==> src/rtl/bcd_counter_multi_code_pkg.sv <==
// Shared constants and types for the multi-digit BCD counter.
// Code select encodings, digit limit and the digit type.
package bcd_counter_multi_code_pkg;

  localparam logic [1:0] CODE_8421 = 2'b00;
  localparam logic [1:0] CODE_2421 = 2'b01;
  localparam logic [1:0] CODE_XS3  = 2'b10;

  localparam logic [3:0] BCD_MAX = 4'd9;

  typedef logic [3:0] digit_t;

endpackage

==> src/rtl/bcd_digit_code_conv.sv <==
// Combinational converter: one BCD digit to 8421, 2421 or excess-3.
// Digits above 9 map to 0000 whatever the selected code.
module bcd_digit_code_conv
  import bcd_counter_multi_code_pkg::*;
(
  input  digit_t     i_digit,
  input  logic [1:0] i_sel,
  output digit_t     o_code
);

  digit_t w_2421;
  logic   w_ok;

  assign w_ok = (i_digit <= BCD_MAX);

  always_comb begin
    w_2421 = 4'b0000;
    case (i_digit)
      4'd0:    w_2421 = 4'b0000;
      4'd1:    w_2421 = 4'b0001;
      4'd2:    w_2421 = 4'b0010;
      4'd3:    w_2421 = 4'b0011;
      4'd4:    w_2421 = 4'b0100;
      4'd5:    w_2421 = 4'b1011;
      4'd6:    w_2421 = 4'b1100;
      4'd7:    w_2421 = 4'b1101;
      4'd8:    w_2421 = 4'b1110;
      4'd9:    w_2421 = 4'b1111;
      default: w_2421 = 4'b0000;
    endcase
  end

  always_comb begin
    o_code = 4'b0000;
    if (w_ok) begin
      case (i_sel)
        CODE_2421: o_code = w_2421;
        CODE_XS3:  o_code = i_digit + 4'd3;
        default:   o_code = i_digit;
      endcase
    end
  end

endmodule

==> src/rtl/bcd_counter_multi_code.sv <==
// Cascaded DIGITS-wide BCD up/down counter with sanitising load
// and per-digit run-time selectable output code.
module bcd_counter_multi_code
  import bcd_counter_multi_code_pkg::*;
#(
  parameter int DIGITS = 4
) (
  input  logic                clk,
  input  logic                rst,
  input  logic                en,
  input  logic                up_dn,
  input  logic                load,
  input  logic [4*DIGITS-1:0] load_val,
  input  logic [1:0]          code_sel,
  output logic [4*DIGITS-1:0] count,
  output logic [4*DIGITS-1:0] code_out,
  output logic                carry,
  output logic                wrap,
  output logic                load_err
);

  localparam int W = 4 * DIGITS;

  logic [W-1:0] r_count;
  logic         r_wrap;
  logic         r_err;

  logic [W-1:0] w_next;
  logic [W-1:0] w_san;
  logic         w_roll;
  logic         w_bad;
  logic         w_all9;
  logic         w_all0;

  // Ripple: carry/borrow propagates while each digit rolls over.
  always_comb begin
    w_next = r_count;
    w_roll = 1'b1;
    for (int i = 0; i < DIGITS; i++) begin
      if (w_roll) begin
        if (up_dn) begin
          if (r_count[4*i +: 4] == BCD_MAX) begin
            w_next[4*i +: 4] = 4'd0;
          end else begin
            w_next[4*i +: 4] = r_count[4*i +: 4] + 4'd1;
            w_roll = 1'b0;
          end
        end else begin
          if (r_count[4*i +: 4] == 4'd0) begin
            w_next[4*i +: 4] = BCD_MAX;
          end else begin
            w_next[4*i +: 4] = r_count[4*i +: 4] - 4'd1;
            w_roll = 1'b0;
          end
        end
      end
    end
  end

  always_comb begin
    w_san  = '0;
    w_bad  = 1'b0;
    w_all9 = 1'b1;
    w_all0 = 1'b1;
    for (int i = 0; i < DIGITS; i++) begin
      if (load_val[4*i +: 4] > BCD_MAX) begin
        w_bad = 1'b1;
      end else begin
        w_san[4*i +: 4] = load_val[4*i +: 4];
      end
      if (r_count[4*i +: 4] != BCD_MAX) w_all9 = 1'b0;
      if (r_count[4*i +: 4] != 4'd0)    w_all0 = 1'b0;
    end
  end

  always_ff @(posedge clk or negedge rst) begin
    if (!rst) begin
      r_count <= '0;
      r_wrap  <= 1'b0;
      r_err   <= 1'b0;
    end else if (load) begin
      r_count <= w_san;
      r_wrap  <= 1'b0;
      r_err   <= w_bad;
    end else if (en) begin
      r_count <= w_next;
      r_wrap  <= w_roll;
      r_err   <= 1'b0;
    end else begin
      r_wrap  <= 1'b0;
      r_err   <= 1'b0;
    end
  end

  for (genvar g = 0; g < DIGITS; g++) begin : g_conv
    bcd_digit_code_conv u_conv (
      .i_digit (r_count[4*g +: 4]),
      .i_sel   (code_sel),
      .o_code  (code_out[4*g +: 4])
    );
  end

  assign count    = r_count;
  assign wrap     = r_wrap;
  assign load_err = r_err;
  assign carry    = en & ~load & (up_dn ? w_all9 : w_all0);

endmodule

==> config.mk <==
export PLATFORM = sky130hd
export DESIGN_NAME = bcd_counter_multi_code
export DESIGN_NICKNAME = d
export VERILOG_FILES = /design/src/rtl/bcd_counter_multi_code_pkg.sv /design/src/rtl/bcd_digit_code_conv.sv /design/src/rtl/bcd_counter_multi_code.sv
export SDC_FILE = /design/constraint.sdc
export NUM_CORES = 1
export LEC_CHECK = 0
export ABC_AREA = 1
export BUFFER_PORTS_ARGS = -buffer_cell sky130_fd_sc_hd__clkbuf_2
export CAP_MARGIN = 20
export CELL_PAD_IN_SITES_DETAIL_PLACEMENT = 1
export CELL_PAD_IN_SITES_GLOBAL_PLACEMENT = 1
export CORE_ASPECT_RATIO = 0.7
export CORE_UTILIZATION = 35
export CTS_BUF_LIST = sky130_fd_sc_hd__clkbuf_8
export DETAILED_ROUTE_END_ITERATION = 6
export HOLD_SLACK_MARGIN = 0.08
export PLACE_DENSITY_LB_ADDON = 0.1
export SLEW_MARGIN = 20
export SYNTH_ARGS = -nofsm -noshare
export SYNTH_HDL_FRONTEND = slang
export SYNTH_HIERARCHICAL = 1
export SYNTH_SLANG_ARGS = --single-unit
==> constraint.sdc <==
create_clock -name clk -period 1.5 [get_ports clk]
set_input_delay 0 -clock clk [delete_from_list [all_inputs] [get_ports clk]]
set_output_delay 0 -clock clk [all_outputs]
set_load 0.1 [all_outputs]
# [Word-level counts from Yosys, hierarchy flattened]
# Memory sizes are Yosys's and may differ from the RTL's.
# Cells that the tools add are included.
[totals] ramBits=0 in_bits=23 mem_bits_ro=256 latchBits=0 memories=4 register_bits=18 out_inout_bits=35 word_cells=118
[mem_list] memory="(name not given)" depth=16 word_bits=4 read_ports=1 rd_clocked_by_memory_dff=0 wr=0 line="bcd_digit_code_conv.sv:18" text="case (i_digit)"
[mem_list] memory="(name not given)" depth=16 word_bits=4 read_ports=1 rd_clocked_by_memory_dff=0 wr=0 line="bcd_digit_code_conv.sv:18"
[mem_list] memory="(name not given)" depth=16 word_bits=4 read_ports=1 rd_clocked_by_memory_dff=0 wr=0 line="bcd_digit_code_conv.sv:18"
[mem_list] memory="(name not given)" depth=16 word_bits=4 read_ports=1 rd_clocked_by_memory_dff=0 wr=0 line="bcd_digit_code_conv.sv:18"
[op_classes] bitwise_logic=3 reduce_logical=15 div_mod_pow=0 shifts=0 order_cmp=8 multipliers=0 n_addsub=12 n_mux=60 n_eq_ne=10
[ops] operator="4-bit 2-to-1 mux" n=23
[ops] operator="16-bit 2-to-1 mux" n=2
[ops] operator="4-bit case mux with 2 select lines" n=4
[ops] operator="1-bit 2-to-1 mux" n=31
[ops] operator="4-bit by 1-bit adder with 4-bit output, second input constant" n=4
[ops] operator="4-bit by 2-bit adder with 4-bit output, second input constant" n=4
[ops] operator="4-bit equality test, second input constant" n=4
[ops] operator="4-bit > comparator, second input constant" n=4
[ops] operator="4-bit less-or-equal comparator, second input constant" n=4
[ops] operator="4-bit logical NOT" n=4
[ops] operator="4-bit != test, second input constant" n=4
[ops] operator="4-bit nonzero test" n=4
[ops] operator="4-bit by 1-bit subtractor with 4-bit output, second input constant" n=4
[ops] operator="2-bit nonzero test" n=4
[ops] operator="2-bit AND reduction" n=3
[ops] operator="1-bit AND" n=2
[ops] operator="2-bit by 1-bit equality test with 1-bit output, second input constant" n=1
[ops] operator="2-bit equality test, second input constant" n=1
[ops] operator="1-bit inverter" n=1

# [Longest topological paths before layout]
[logic_depth] word_depth=8 ltp_mapped=11 depth_no_buf=10

# [Cells and area by module]
# Netlist, hierarchy kept.
[by_module_without_submodules] mod="bcd_counter_multi_code" instances=1 cells_per_inst=268 area_each_um2=1639.1 seq_area_each_um2=450.4
[by_module_without_submodules] mod="bcd_digit_code_conv at g_conv[0].u_conv ..." instances=3 cells_per_inst=49 area_each_um2=280.3 seq_area_each_um2=0.0
[by_module_without_submodules] mod="bcd_digit_code_conv at g_conv[1].u_conv" instances=1 cells_per_inst=49 area_each_um2=276.5 seq_area_each_um2=0.0

# [Worst setup path before layout]
# OpenSTA, ideal clock, no wires.
[synth_timing] kind="reg-to-output" startpoint="register r_count[11] (netlist: count[11])" endpoint="output carry" slack_ns=-3.103 arrival_time_ns=4.603 required_time_ns=1.500 path_stages_with_launch=7 path_buffers=0 cell_sequence="dfrtp_1 -> inv_1 -> nor2_1 -> nand2_1 -> nand2_1 -> nand2_1 -> nor4_1"
[synth_via] elab_chain_len=5 word_cells_on_any_way=8 classes_between="eq/ne (1); mux (5); bitwise (1); reduce/logical (1)"
[synth_lines] item="start, declared" line="bcd_counter_multi_code.sv:24" text="logic [W-1:0] r_count;"
[synth_lines] item="start signal, assigned" line="bcd_counter_multi_code.sv:82" text="r_count <= w_san;"
[synth_lines] item="start signal, assigned" line="bcd_counter_multi_code.sv:86" text="r_count <= w_next;"
[synth_lines] item="4-bit != test or 4-bit nonzero test (tied branches)" line="bcd_counter_multi_code.sv:71, bcd_counter_multi_code.sv:72"
[synth_lines] item="1-bit 2-to-1 mux, on equally long branches (2 in a row)" line="bcd_counter_multi_code.sv:71, bcd_counter_multi_code.sv:72"
[synth_lines] item="1-bit 2-to-1 mux (*)" line="bcd_counter_multi_code.sv:106" text="assign carry = en & ~load & (up_dn ? w_all9 : w_all0);"
[synth_lines] item="1-bit AND (*)" line="bcd_counter_multi_code.sv:106"
[synth_lines] item="end, declared" line="bcd_counter_multi_code.sv:17" text="output logic carry,"
# Every way passes the cells marked *; elsewhere a longest branch is shown, timed or not.

# [Final worst setup path]
[layout_timing] startpoint="register r_count[8] (netlist: count[8])" endpoint="output code_out[11]"
[layout_via] elab_chain_len=3 word_cells_on_any_way=5 classes_between="add/sub (1); order compare (1); mux (2); memory (1)"
[layout_lines] item="memory 16 x 4 bit or 4-bit by 2-bit adder with 4-bit output (tied branches)"
[layout_lines] item="4-bit case mux with 2 select lines" line="bcd_digit_code_conv.sv:36" text="case (i_sel)"
[layout_lines] item="4-bit 2-to-1 mux (*)" line="bcd_digit_code_conv.sv:35" text="if (w_ok) begin"
[layout_lines] item="end, declared" line="bcd_counter_multi_code.sv:16" text="output logic [4*DIGITS-1:0] code_out,"
# Marked as above.

==> results.yml <==
clocking:
  cts_max_level: 1
  cts-root-buf: "clkbuf_8"
  cts.sink_count: 18
  cts_max_path_buffers: 2
  tritoncts: "yes"
  clk_pin_slew_ns: 0.09
  clk_latency_ns: 0.28
  cts_made_buffers: 3
logic_synthesis:
  yosysUniqueCellTypes: 33
  synthArstFlopShare_pct: 100
  synth_top_cell_area_share_pct: 18.2
  synth.avg_cell_area_um2: 5.94
  yosysTopAreaCell: "nand2_1"
  ys_top_cells_by_area: "nand2_1 18%, dfrtp_1 16%, ha_1 11%"
  synthTopCellsByCount: "134 x nand2_1, 65 x inv_1, 56 x nand3_1, 43 x o21ai_0"
  syn_inst: 464
  synthFlopType: "dfrtp_1"
  synth_nets: 511
  ys_seq_elements: 18
  netlist_area_um2: 2760
  yosys_warnings: 6
  yosysSeqAreaShare_pct: 16.3
  yosysMostFrequentCell: "nand2_1"
  synth-edff-count: 0
floorplan:
  io_pins: 58
  die_area_um2: 8240
  row_count: 26
  core-area_um2: 7450
  die_h_um: 76.3
  initial_core_util_pct: 37.0
  die_w_um: 108
min_path:
  holdPathEnd: "count[1]"
  min_path_type: "in2reg"
  min_path_cells: 3
  hp-start: "load_val[1]"
power:
  cellLeakagePower_nw: 2.38
  p_per_area_nw_per_um2: 1280
  p_total_w: 0.00641
  irDropWorstVdd_mv: 1.00
layout:
  final_cell_area_um2: 5000
  nNetsFinal: 661
  syn_to_final_growth_pct: 81.5
  diodes: 0
  drive_gt1_share_pct: 52.0
sta:
  setup_slack_ns: -0.524
  clock_skew_ns: 0.00971
  drv_slew: 0
  hold_viol_final: 0
  min_period_over_period_pct: 135
  fmax_mhz: 494
  max_slew_margin_pct: 59.9
  tightest_slew_ns: 0.601
  period_needed_ns: 2.02
  rsz0062_at_grt: "yes"
  tns_ns: -10.15
  finalSetupViolations: 32
global_route:
  grt_max_degree: 19
  antenna_found_initial: 0
  grt_pass1_vias: 3972
  grt_remaining_overflow: 0
  gr-usage-all-layers_pct: 31.1
  grt_pass1_wl_um: 20400
worst_setup_path:
  critical_path_class: "reg2out"
  rr_startpoint: "count[5]"
  r2r_end: "count[13]"
  r2r_slack_ns: -0.41
  path_max_fanout: 7
  cp.required_ns: 1.50
  endpoint_kind: "output pin"
  crit_arrival_ns: 2.02
  rr_worst_depth: 12
  start_kind: "flip-flop"
placed_design:
  dp_slack_ns: -0.204
  place_area_um2: 4320
  dp_hpwl_um: 8650
  portBuffers: 57
  place_congestion: 0.857
detailed_routing:
  dr.pass1.iters: 4
  vias: 4259
  antenna_left: 0
  detail_route.drc_violations: 0
  drtIter0Drc: 335
  vias_per_cell: 5.99
  wl_per_cell_um: 23.9
  routed_wl_um: 17000
run:
  cap_viol_max_count: 0
status:
  status: "complete, but fails checks"
  violations: "setup timing"
how the worst max path moves through the flow:
stage | from | end | slack [ns] | cells after the start
3_5_place_dp | count[4] | code_out[7] | -0.20 | 10
2_1_floorplan | count[4] | carry | -0.78 | 8
3_3_place_gp | count[4] | code_out[7] | -0.12 | 10
6_report | count[8] | code_out[11] | -0.52 | 9
5_1_grt | count[8] | code_out[11] | -0.58 | 9
4_1_cts | count[4] | code_out[7] | -0.36 | 10
per-layer routing:
metal | vias up | part of all wire, % | GRT usage, %
li1 | 1817 | - | -
met1 | 2108 | 39 | 41.9
met2 | 257 | 49 | 52.5
met3 | 77 | 7.7 | 4.53
met4 | 0 | 4.6 | 5.89
met5 | - | 0 | 0
report_power, final:
group | switching, W | leakage, nW | internal (W) | total (W)
clock | 0.000219 | 0.0288 | 0.000235 | 0.000454
combinational | 0.00341 | 2.14 | 0.00176 | 0.00517
sequential | 0.000182 | 0.207 | 0.000606 | 0.000787
total | 0.00382 | 2.38 | 0.00260 | 0.00641
critical path, stage by stage, from the launching register on:
cell and delay (ns):
dfrtp_4 0.51, inv_4 0.06, buf_4 0.13, buf_4 0.14
nand2_1 0.08, nand2_1 0.08, nand2_1 0.09, nand3_1 0.17
a21oi_4 0.27, buf_12 0.21
final cells by class:
type,count,area [µm²]
Multi-Input combinational cell,365,2670
Fill cell,912,2450
Timing Repair Buffer,153,1330
Sequential cell,18,508
Inverter,73,314
Tap cell,98,123
Clock buffer,4,55.1
logic make-up after synthesis:
kind of cell | share of synthesized area, %
xor+xnor | 0.318
simple gates | 38.2
fa+ha+maj | 10.9
buf+inv | 11.5
flops | 16.3
compound gates | 22.7
per-stage QoR:
step                hold slack [ns]  util [%]  cells
floorplan                    -0.296         -    464
global placement           -0.00584      57.9    677
detailed placement          0.00465      57.9    677
CTS                          0.0804      63.5    700
global route                  0.110      67.2    711
finish                       0.0892      67.2    711
registers in the layout, summed over array words and instances (netlist names):
| name | count |
|---|---|
| load_err | 1 |
| count | 16 |
| wrap | 1 |
placed cells by master (no fill, tap or decap), drive strengths merged, types with 4 or more instances in the layout:
cell type,n
a21oi,34
buf,109
clkbuf,44
dfrtp,18
dlygate4sd3,4
ha,24
inv,73
nand2,137
nand3,59
nor2,30
o211ai,5
o21a,4
o21ai,54
or2,5
what timing repair did:
action	4_1_cts	5_1_grt
hold buffers	4	0
buffers inserted	15	12
pin swaps	30	27
setup endpoints to repair	27	33
gates resized for setup	65	51
endpoints found under the hold margin	21	0
Note: power is estimated with default switching activity, not from simulation.
